### config.mk
export PLATFORM = sky130hd
export DESIGN_NAME = mem_access_unit
export DESIGN_NICKNAME = d
export VERILOG_FILES = /design/src/rtl/mem_pkg.sv /design/src/rtl/mem_lane_align.sv /design/src/rtl/mem_access_unit.sv
export SDC_FILE = /design/constraint.sdc
export NUM_CORES = 1
export LEC_CHECK = 0
export CAP_MARGIN = 20
export CORE_ASPECT_RATIO = 1.4
export CORE_UTILIZATION = 40
export DETAILED_ROUTE_END_ITERATION = 6
export HOLD_SLACK_MARGIN = 0.03
export PLACE_DENSITY = 0.71
export SYNTH_ARGS = -nofsm -noshare
export SYNTH_HDL_FRONTEND = slang
export SYNTH_SLANG_ARGS = --single-unit
### constraint.sdc
create_clock -name clk -period 2.8 [get_ports clk]
set_input_delay 0.42 -clock clk [delete_from_list [all_inputs] [get_ports clk]]
set_output_delay 0.42 -clock clk [all_outputs]
set_load 0.005 [all_outputs]
### src/rtl/mem_pkg.sv
// +--------------------------------------------------------------------+
// | mem_pkg : shared encodings for the data-memory access path. Rev 1.0 |
// +--------------------------------------------------------------------+
`default_nettype none

package mem_pkg;

  localparam int DEF_ADDR_WORDS = 64;

  typedef enum logic [1:0] {
    SZ_BYTE = 2'b00,
    SZ_HALF = 2'b01,
    SZ_WORD = 2'b10,
    SZ_ILL  = 2'b11
  } size_e;

  typedef enum logic [2:0] {
    ST_IDLE     = 3'd0,
    ST_READ     = 3'd1,
    ST_RMW_READ = 3'd2,
    ST_WRITE    = 3'd3,
    ST_RESP     = 3'd4,
    ST_ERR      = 3'd5
  } state_e;

  function automatic logic misaligned(input size_e size, input logic [1:0] lane);
    case (size)
      SZ_HALF: misaligned = lane[0];
      SZ_WORD: misaligned = (lane != 2'b00);
      default: misaligned = 1'b0;
    endcase
  endfunction

endpackage

`default_nettype wire

### src/rtl/mem_lane_align.sv
// +--------------------------------------------------------------------+
// | mem_lane_align : byte-lane extract/extend and merge. Rev 1.0        |
// +--------------------------------------------------------------------+
`default_nettype none

module mem_lane_align
  import mem_pkg::*;
(
  input  logic [31:0] word,
  input  logic [1:0]  lane,
  input  size_e       size,
  input  logic        is_signed,
  input  logic [31:0] wdata,
  output logic [31:0] load_data,
  output logic [31:0] merged_word
);

  logic [4:0]  w_shamt;
  logic [31:0] w_shifted;
  logic [31:0] w_mask;

  assign w_shamt   = {lane, 3'b000};
  assign w_shifted = word >> w_shamt;

  always_comb begin
    load_data   = w_shifted;
    merged_word = word;
    w_mask      = 32'hFFFF_FFFF;
    case (size)
      SZ_BYTE: begin
        load_data = {{24{is_signed & w_shifted[7]}}, w_shifted[7:0]};
        w_mask    = 32'h0000_00FF << w_shamt;
        merged_word = (word & ~w_mask) | (({24'b0, wdata[7:0]} << w_shamt) & w_mask);
      end
      SZ_HALF: begin
        load_data = {{16{is_signed & w_shifted[15]}}, w_shifted[15:0]};
        w_mask    = 32'h0000_FFFF << w_shamt;
        merged_word = (word & ~w_mask) | (({16'b0, wdata[15:0]} << w_shamt) & w_mask);
      end
      default: begin
        load_data   = word;
        merged_word = wdata;
      end
    endcase
  end

endmodule

`default_nettype wire

### src/rtl/mem_access_unit.sv
// +--------------------------------------------------------------------+
// | mem_access_unit : load/store initiator for word memory. Rev 1.0     |
// +--------------------------------------------------------------------+
`default_nettype none

module mem_access_unit
  import mem_pkg::*;
#(
  parameter int ADDR_WORDS = DEF_ADDR_WORDS,
  parameter int IDX_W      = 6
) (
  input  logic        clk,
  input  logic        rst,
  input  logic        req_valid,
  output logic        req_ready,
  input  logic        req_write,
  input  logic [1:0]  req_size,
  input  logic        req_signed,
  input  logic [31:0] req_addr,
  input  logic [31:0] req_wdata,
  output logic        resp_valid,
  output logic [31:0] resp_rdata,
  output logic        resp_err,
  output logic [31:0] mem_addr,
  output logic [31:0] mem_write_data,
  output logic        mem_write,
  output logic        mem_read,
  input  logic [31:0] mem_read_data
);

  state_e             state_q, state_d;
  logic [IDX_W-1:0]   idx_q, idx_d;
  logic [1:0]         lane_q, lane_d;
  size_e              size_q, size_d;
  logic               signed_q, signed_d;
  logic [31:0]        wdata_q, wdata_d;
  logic [31:0]        rdata_q, rdata_d;

  logic               req_ready_q, req_ready_d;
  logic               resp_valid_q, resp_valid_d;
  logic               resp_err_q, resp_err_d;
  logic [31:0]        resp_rdata_q, resp_rdata_d;
  logic [31:0]        mem_addr_q, mem_addr_d;
  logic [31:0]        mem_wdata_q, mem_wdata_d;
  logic               mem_write_q, mem_write_d;
  logic               mem_read_q, mem_read_d;

  logic               w_req_err;
  logic [31:0]        w_load_data;
  logic [31:0]        w_merged;

  assign w_req_err = (size_e'(req_size) == SZ_ILL)
                   || misaligned(size_e'(req_size), req_addr[1:0])
                   || ({2'b00, req_addr[31:2]} >= 32'(ADDR_WORDS));

  mem_lane_align u_align (
    .word        (mem_read_data),
    .lane        (lane_q),
    .size        (size_q),
    .is_signed   (signed_q),
    .wdata       (wdata_q),
    .load_data   (w_load_data),
    .merged_word (w_merged)
  );

  always_comb begin
    state_d  = state_q;
    idx_d    = idx_q;
    lane_d   = lane_q;
    size_d   = size_q;
    signed_d = signed_q;
    wdata_d  = wdata_q;
    rdata_d  = rdata_q;
    case (state_q)
      ST_IDLE: begin
        if (req_valid) begin
          idx_d    = req_addr[IDX_W+1:2];
          lane_d   = req_addr[1:0];
          size_d   = size_e'(req_size);
          signed_d = req_signed;
          wdata_d  = req_wdata;
          rdata_d  = 32'h0;
          if (w_req_err)                           state_d = ST_ERR;
          else if (!req_write)                     state_d = ST_READ;
          else if (size_e'(req_size) == SZ_WORD)   state_d = ST_WRITE;
          else                                     state_d = ST_RMW_READ;
        end
      end
      ST_READ: begin
        rdata_d = w_load_data;
        state_d = ST_RESP;
      end
      ST_RMW_READ: begin
        wdata_d = w_merged;
        state_d = ST_WRITE;
      end
      ST_WRITE: state_d = ST_RESP;
      default:  state_d = ST_IDLE;
    endcase

    // Outputs are registered: decode them from the state being entered.
    req_ready_d  = (state_d == ST_IDLE);
    mem_read_d   = (state_d == ST_READ) || (state_d == ST_RMW_READ);
    mem_write_d  = (state_d == ST_WRITE);
    mem_addr_d   = (mem_read_d || mem_write_d) ? {{(32-IDX_W){1'b0}}, idx_d} : 32'h0;
    mem_wdata_d  = mem_write_d ? wdata_d : 32'h0;
    resp_valid_d = (state_d == ST_RESP) || (state_d == ST_ERR);
    resp_err_d   = (state_d == ST_ERR);
    resp_rdata_d = (state_d == ST_RESP) ? rdata_d : 32'h0;
  end

  always_ff @(posedge clk or negedge rst) begin
    if (!rst) begin
      state_q      <= ST_IDLE;
      idx_q        <= '0;
      lane_q       <= 2'b00;
      size_q       <= SZ_BYTE;
      signed_q     <= 1'b0;
      wdata_q      <= 32'h0;
      rdata_q      <= 32'h0;
      req_ready_q  <= 1'b1;
      resp_valid_q <= 1'b0;
      resp_err_q   <= 1'b0;
      resp_rdata_q <= 32'h0;
      mem_addr_q   <= 32'h0;
      mem_wdata_q  <= 32'h0;
      mem_write_q  <= 1'b0;
      mem_read_q   <= 1'b0;
    end else begin
      state_q      <= state_d;
      idx_q        <= idx_d;
      lane_q       <= lane_d;
      size_q       <= size_d;
      signed_q     <= signed_d;
      wdata_q      <= wdata_d;
      rdata_q      <= rdata_d;
      req_ready_q  <= req_ready_d;
      resp_valid_q <= resp_valid_d;
      resp_err_q   <= resp_err_d;
      resp_rdata_q <= resp_rdata_d;
      mem_addr_q   <= mem_addr_d;
      mem_wdata_q  <= mem_wdata_d;
      mem_write_q  <= mem_write_d;
      mem_read_q   <= mem_read_d;
    end
  end

  assign req_ready      = req_ready_q;
  assign resp_valid     = resp_valid_q;
  assign resp_err       = resp_err_q;
  assign resp_rdata     = resp_rdata_q;
  assign mem_addr       = mem_addr_q;
  assign mem_write_data = mem_wdata_q;
  assign mem_write      = mem_write_q;
  assign mem_read       = mem_read_q;

endmodule

`default_nettype wire

* Yosys cells after proc, flatten, opt, wreduce, memory -nomap -nowiden *
Index checks and enable logic that the tools add are counted.

cells by class
  reductions and logical operators = 11
  divide/modulo/power cells = 0
  multiply operators = 0
  muxes and demuxes = 17
  equal/unequal tests = 12
  shift operators = 5
  bitwise operators = 10
  order comparisons = 1
  add/sub/neg operators = 0

operators by type and width
  kind                                                                number
  one-hot mux 32 bit (2 select lines)                                 4
  AND 32 bit                                                          4
  two-way mux 32 bit                                                  4
  NOT 32 bit                                                          2
  OR 32 bit                                                           2
  << shifter 16 x 5 -> 32 bit                                         1
  << shifter 16 x 5 -> 32 bit, first input constant                   1
  << shifter 8 x 5 -> 32 bit                                          1
  << shifter 8 x 5 -> 32 bit, first input constant                    1
  >> shifter 32 x 5 -> 16 bit                                         1
  greater-or-equal comparator 30 x 7 -> 1 bit, second input constant  1
  two-way mux 6 bit                                                   3
  equality test 3 x 2 -> 1 bit, second input constant                 4
  one-hot mux 3 bit (3 select lines)                                  1
  equality test 3 x 1 -> 1 bit, second input constant                 2
  equality test 3 bit, second input constant                          2
  zero test 3 bit                                                     2
  two-way mux 3 bit                                                   2
  logical OR 1 bit                                                    5
  equality test 2 x 1 -> 1 bit, second input constant                 2
  equality test 2 bit, second input constant                          2
  AND 1 bit                                                           2
  zero test 2 bit                                                     1
  two-way mux 2 bit                                                   1
  other kinds (5)                                                     5

word-level totals
  memories kept = 0
  bits of input ports = 103
  output and inout port bits = 101
  memory bits (read-only) = 0
  memory bits (writable) = 0
  latch bits = 0
  word-level logic and storage cells = 71
  flip-flop bits (word level) = 153

* Longest topological paths before layout *
  word-level depth = 11
  depth in mapped cells = 10
  gate-level depth less buffers = 8

* By module *
A second synthesis with hierarchy kept.

second synthesis, totals
  cells, all modules = 804
  area total of the unflattened synthesis = 8300.5 sq um

by module, submodules not included
  module           instances  seq. area each (sq um)  cells each  area each (sq um)
  mem_access_unit  1          3829.9                  497         6266.0
  mem_lane_align   1          0.0                     307         2034.5

* Worst setup path after synthesis *
OpenSTA, ideal clock, no wires.

  kind = flip-flop to flip-flop
  start = register lane_q[1]
  end = register mem_wdata_q[13] (netlist: mem_write_data[13])
  path slack = 0.646 ns
  clock period less this slack = 2.154 ns
  data required time = 2.681 ns
  cell stages (with the launch flop) = 10
  arrival time = 2.035 ns
  path buffers = 2
  library setup time = 0.119 ns
  cells stage by stage = dfrtp_1 > buf_2 > clkinv_1 > ha_1 > clkbuf_1 > or2_2 > a32oi_1 > nor2_1 > o221a_1 > and2_1

on the way
  longest elaborated chain between the ends = 7
  elaborated cells between the ends (all ways) = 15
  classes of those cells = shift: 4; mux: 3; bitwise: 8

RTL lines
  item                                                                              RTL line                                    source
  from (decl)                                                                       mem_access_unit.sv:33                       logic [1:0] lane_q, lane_d;
  from (signal assigned)                                                            mem_access_unit.sv:132                      lane_q <= lane_d;
  << shifter 16 x 5 -> 32 bit / << shifter 8 x 5 -> 32 bit (equally long branches)  mem_lane_align.sv:37, mem_lane_align.sv:32
  NOT 32 bit (on tied branches)                                                     mem_lane_align.sv:38, mem_lane_align.sv:33
  AND 32 bit (on tied branches)                                                     mem_lane_align.sv:38, mem_lane_align.sv:33
  OR 32 bit (on tied branches)                                                      mem_lane_align.sv:38, mem_lane_align.sv:33
  one-hot mux 32 bit (2 select lines) *                                             mem_lane_align.sv:29                        case (size)
  one-hot mux 32 bit (2 select lines) *                                             mem_access_unit.sv:74                       case (state_q)
  net wdata_d[13]                                                                   mem_access_unit.sv:36                       logic [31:0] wdata_q, wdata_d;
  two-way mux 32 bit *                                                              mem_access_unit.sv:106                      mem_wdata_d = mem_write_d ? wdata_d : 32'h0;
  net mem_wdata_d[13]                                                               mem_access_unit.sv:44                       logic [31:0] mem_wdata_q, mem_wdata_d;
  to (signal assigned)                                                              mem_access_unit.sv:142                      mem_wdata_q <= mem_wdata_d;
  to (decl)                                                                         mem_access_unit.sv:44

The timed path passes the listed nets; every way through them passes the cells marked *.
A chain may end at the register's enable or synchronous reset.

* Final worst setup path *
  start = register lane_q[0]
  end = register mem_wdata_q[15] (netlist: mem_write_data[15])

The elaborated chain is that of the path after synthesis.

==> impl_metrics.xml <==
<?xml version="1.0" encoding="UTF-8"?>
<metrics>
  <group name="timing">
    <metric name="max_slew.worst_pin.slew" unit="ns">0.786</metric>
    <metric name="timing.final.ws_setup" unit="ns">0.309</metric>
    <metric name="tns" unit="ns">0</metric>
    <metric name="grt_setup_unrepaired" unit="">no</metric>
    <metric name="fmax" unit="MHz">401</metric>
    <metric name="report.final.slew_viol_count" unit="">0</metric>
    <metric name="finalWorstPathRequiredPeriod" unit="ns">2.49</metric>
    <metric name="hold_viol_final" unit="">0</metric>
    <metric name="timing.clock.skew" unit="ns">0.00834</metric>
    <metric name="min_period_over_period" unit="">0.890</metric>
    <metric name="setup_viol" unit="">0</metric>
    <metric name="slew_headroom" unit="">0.475</metric>
  </group>
  <group name="clocking">
    <metric name="clock-root-buffer" unit="">sky130_fd_sc_hd__clkbuf_16</metric>
    <metric name="clk-insertion-delay-late" unit="ns">0.43</metric>
    <metric name="worst_setup_hold_path_clk_slew" unit="ns">0.06</metric>
    <metric name="cts_max_level" unit="">4</metric>
    <metric name="numCtsBuffers" unit="">17</metric>
    <metric name="cts.sink_count" unit="">153</metric>
    <metric name="tritoncts" unit="">built</metric>
    <metric name="cts_buffer_depth" unit="">2</metric>
  </group>
  <group name="floorplanning">
    <metric name="rows" unit="">60</metric>
    <metric name="floorplan_core_area" unit="µm²">19200</metric>
    <metric name="dieHeight" unit="µm">168</metric>
    <metric name="die-area" unit="µm²">20100</metric>
    <metric name="die_width" unit="µm">120</metric>
    <metric name="pin_count" unit="">204</metric>
    <metric name="initial_cell_density_of_the_core" unit="">0.407</metric>
  </group>
  <group name="worst_setup_path">
    <metric name="endpoint_kind" unit="">flip-flop</metric>
    <metric name="worst-endpoint-arrival" unit="ns">2.85</metric>
    <metric name="r2r_setup_slack" unit="ns">0.31</metric>
    <metric name="worst-endpoint-required" unit="ns">3.16</metric>
    <metric name="r2r-start" unit="">lane_q[0]</metric>
    <metric name="criticalPathCategory" unit="">reg -&gt; reg</metric>
    <metric name="timing.critical_path.fanout_max" unit="">15</metric>
    <metric name="ff2ff_path_depth" unit="">5</metric>
    <metric name="r2r-end" unit="">mem_write_data[15]</metric>
    <metric name="critical_path.startpoint_type" unit="">flip-flop</metric>
  </group>
  <group name="global_routing">
    <metric name="grt_max_degree" unit="">61</metric>
    <metric name="grt_pass1_vias" unit="">6666</metric>
    <metric name="first_pass_grt_wire_length" unit="µm">37700</metric>
    <metric name="grt_use_total" unit="">0.249</metric>
    <metric name="grt.overflow.total" unit="">0</metric>
    <metric name="grt_antenna_before_repair" unit="">0</metric>
  </group>
  <group name="power">
    <metric name="worst_ir_drop_vdd" unit="mV">0.454</metric>
    <metric name="power.leakage" unit="nW">4.72</metric>
    <metric name="power_density" unit="nW/µm²">914</metric>
  </group>
  <group name="min_path">
    <metric name="hold_path.class" unit="">reg -&gt; reg</metric>
    <metric name="hold_start" unit="">rdata_q[6]</metric>
    <metric name="whs_path_depth" unit="">2</metric>
    <metric name="worst_hold_path.endpoint" unit="">rdata_q[6]</metric>
  </group>
  <group name="yosys">
    <metric name="synth_warnings" unit="">0</metric>
    <metric name="syn_area" unit="µm²">7830</metric>
    <metric name="synth_flop_cell" unit="">sky130_fd_sc_hd__dfrtp_1</metric>
    <metric name="postSynthRegisterBits" unit="">153</metric>
    <metric name="synth-seq-area-share" unit="">0.489</metric>
    <metric name="yosys-top-cells-area" unit="">sky130_fd_sc_hd__dfrtp_1 (49%), sky130_fd_sc_hd__nand2_1 (4.1%), sky130_fd_sc_hd__nor2_1 (3.2%)</metric>
    <metric name="synth_enable_flop_cells" unit="">0</metric>
    <metric name="asyncSetResetFlopFracSynth" unit="">1.00</metric>
    <metric name="mapped_avg_cell_area" unit="µm²">9.49</metric>
    <metric name="synth_top_area_cell" unit="">sky130_fd_sc_hd__dfrtp_1</metric>
    <metric name="synth.lib_cells_used.distinct" unit="">61</metric>
    <metric name="yosysMostFrequentCell" unit="">sky130_fd_sc_hd__dfrtp_1</metric>
    <metric name="synth_top_area_share" unit="">0.486</metric>
    <metric name="most_common_library_cells_after_synthesis" unit="">sky130_fd_sc_hd__dfrtp_1 (152), sky130_fd_sc_hd__nand2_1 (86), sky130_fd_sc_hd__nor2_1 (66)</metric>
    <metric name="netlist_instances" unit="">825</metric>
  </group>
  <group name="run_status">
    <metric name="run_status" unit="">finished clean</metric>
  </group>
  <group name="place">
    <metric name="finalWeightedCongestion" unit="">0.926</metric>
    <metric name="port-buffer-count" unit="">177</metric>
    <metric name="post-dp-hpwl" unit="µm">17800</metric>
    <metric name="pre_cts_slack" unit="ns">0.367</metric>
  </group>
  <group name="drt">
    <metric name="route.antenna.remaining_nets" unit="">0</metric>
    <metric name="route.detailed.wl_per_inst" unit="µm">19.3</metric>
    <metric name="via_per_inst" unit="">5.42</metric>
    <metric name="drcViolationCount" unit="">0</metric>
    <metric name="dr_total_vias" unit="">6831</metric>
    <metric name="drt-pass1-iter-count" unit="">6</metric>
    <metric name="finalWirelength" unit="µm">24300</metric>
    <metric name="first_iter_violations" unit="">642</metric>
  </group>
  <group name="final_layout">
    <metric name="num-nets-final" unit="">1109</metric>
    <metric name="post_route_cells_drive_above_1_share" unit="">0.0949</metric>
    <metric name="antennaDiodeCount" unit="">0</metric>
    <metric name="fillers" unit="">1772</metric>
    <metric name="flow.area_growth_from_synthesis" unit="%">33.1</metric>
  </group>
  <group name="job">
    <metric name="max_cap_viol_count" unit="">0</metric>
  </group>
</metrics>
-- critical path, stage by stage, from the launching register on --
cell and delay [ns]:
sky130_fd_sc_hd__dfrtp_1 0.70, sky130_fd_sc_hd__ha_1 0.58, sky130_fd_sc_hd__a311oi_1 0.22, sky130_fd_sc_hd__a2111o_1 0.42, sky130_fd_sc_hd__a221oi_2 0.34, sky130_fd_sc_hd__and2_1 0.17
-- area by class of cell --
class	count	area, µm²	share of cell area
inverters	19	71.3	0.00684
clock buffers	20	447	0.0429
repair buffers	216	2120	0.203
flip-flops and latches	153	3830	0.368
clock inverters	12	95.1	0.00912
multi-input cells	592	3550	0.341
well taps	248	310	0.0298
-- state kept, by name, indices dropped and copies added, names as in the netlist, 2 cells and up --
name / flops
mem_write_data: 32
idx_q: 6
resp_rdata: 32
size_q: 2
wdata_q: 32
mem_addr: 6
lane_q: 2
rdata_q: 32
state_q: 3
-- logic make-up after synthesis --
group / share of synthesized area
compound gates: 0.195
fa+ha+maj: 0.0112
buf+inv: 0.0695
flops: 0.489
mux: 0.0433
other cells: 0.000479
simple gates: 0.191
-- metrics by stage --
| step | area [µm²] | instances | hold WS [ns] | total power [mW] | util |
|---|---|---|---|---|---|
| CTS | 10400 | 1260 | 0.473 | 9.50 | 0.542 |
| floorplan | 7920 | 850 | 0.124 | 5.93 | - |
| detailed placement | 9870 | 1227 | 0.435 | 7.38 | 0.514 |
| global route | 10400 | 1260 | 0.495 | 10.1 | 0.542 |
| finish | 10400 | 1260 | 0.468 | 9.53 | 0.542 |
| global placement | 9870 | 1227 | 0.426 | 7.31 | 0.514 |
-- cells in the final DEF, fill, tap and decap left out, types with 18 or more instances in the layout --
| cell type | count |
|---|---|
| sky130_fd_sc_hd__nor3_1 | 19 |
| sky130_fd_sc_hd__a21o_1 | 20 |
| sky130_fd_sc_hd__nor2_1 | 66 |
| sky130_fd_sc_hd__and2_1 | 23 |
| sky130_fd_sc_hd__dfrtp_1 | 152 |
| sky130_fd_sc_hd__nor2b_1 | 36 |
| sky130_fd_sc_hd__inv_1 | 18 |
| sky130_fd_sc_hd__o21ai_0 | 28 |
| sky130_fd_sc_hd__a21oi_1 | 45 |
| sky130_fd_sc_hd__clkdlybuf4s50_1 | 176 |
| sky130_fd_sc_hd__nand3_1 | 46 |
| sky130_fd_sc_hd__conb_1 | 26 |
| sky130_fd_sc_hd__nand2_1 | 86 |
| sky130_fd_sc_hd__buf_4 | 34 |
-- how the worst max path moves through the flow --
stage	from	endpoint	slack, ns	cells past startpoint
6_report	lane_q[0]	mem_write_data[15]	0.31	5
5_1_grt	lane_q[0]	mem_write_data[11]	0.15	6
3_5_place_dp	lane_q[0]	mem_write_data[15]	0.37	5
3_3_place_gp	lane_q[0]	mem_write_data[15]	0.34	5
4_1_cts	lane_q[0]	mem_write_data[15]	0.36	5
2_1_floorplan	lane_q[1]	mem_write_data[13]	0.65	9
-- what timing repair did --
action,in CTS,in global routing
gates resized for setup,0,0
endpoints found under the hold margin,58,0
hold buffers,1,0
setup buffers,0,0
-- power breakdown --
group          internal [mW]  switching (mW)
Sequential              2.84           0.601
Clock                   1.17           0.935
Combinational           1.79            2.20
Total                   5.79            3.74
-- routing by layer --
metal	part of all wire	track usage	vias up	wire length, µm
li1	-	-	3230	-
met1	0.41	0.327	3311	10000
met2	0.51	0.418	266	12500
met3	0.057	0.0409	24	1390
met4	0.018	0.0746	0	443
met5	0	0	-	0
No activity file was read; power rests on OpenSTA's default activity.
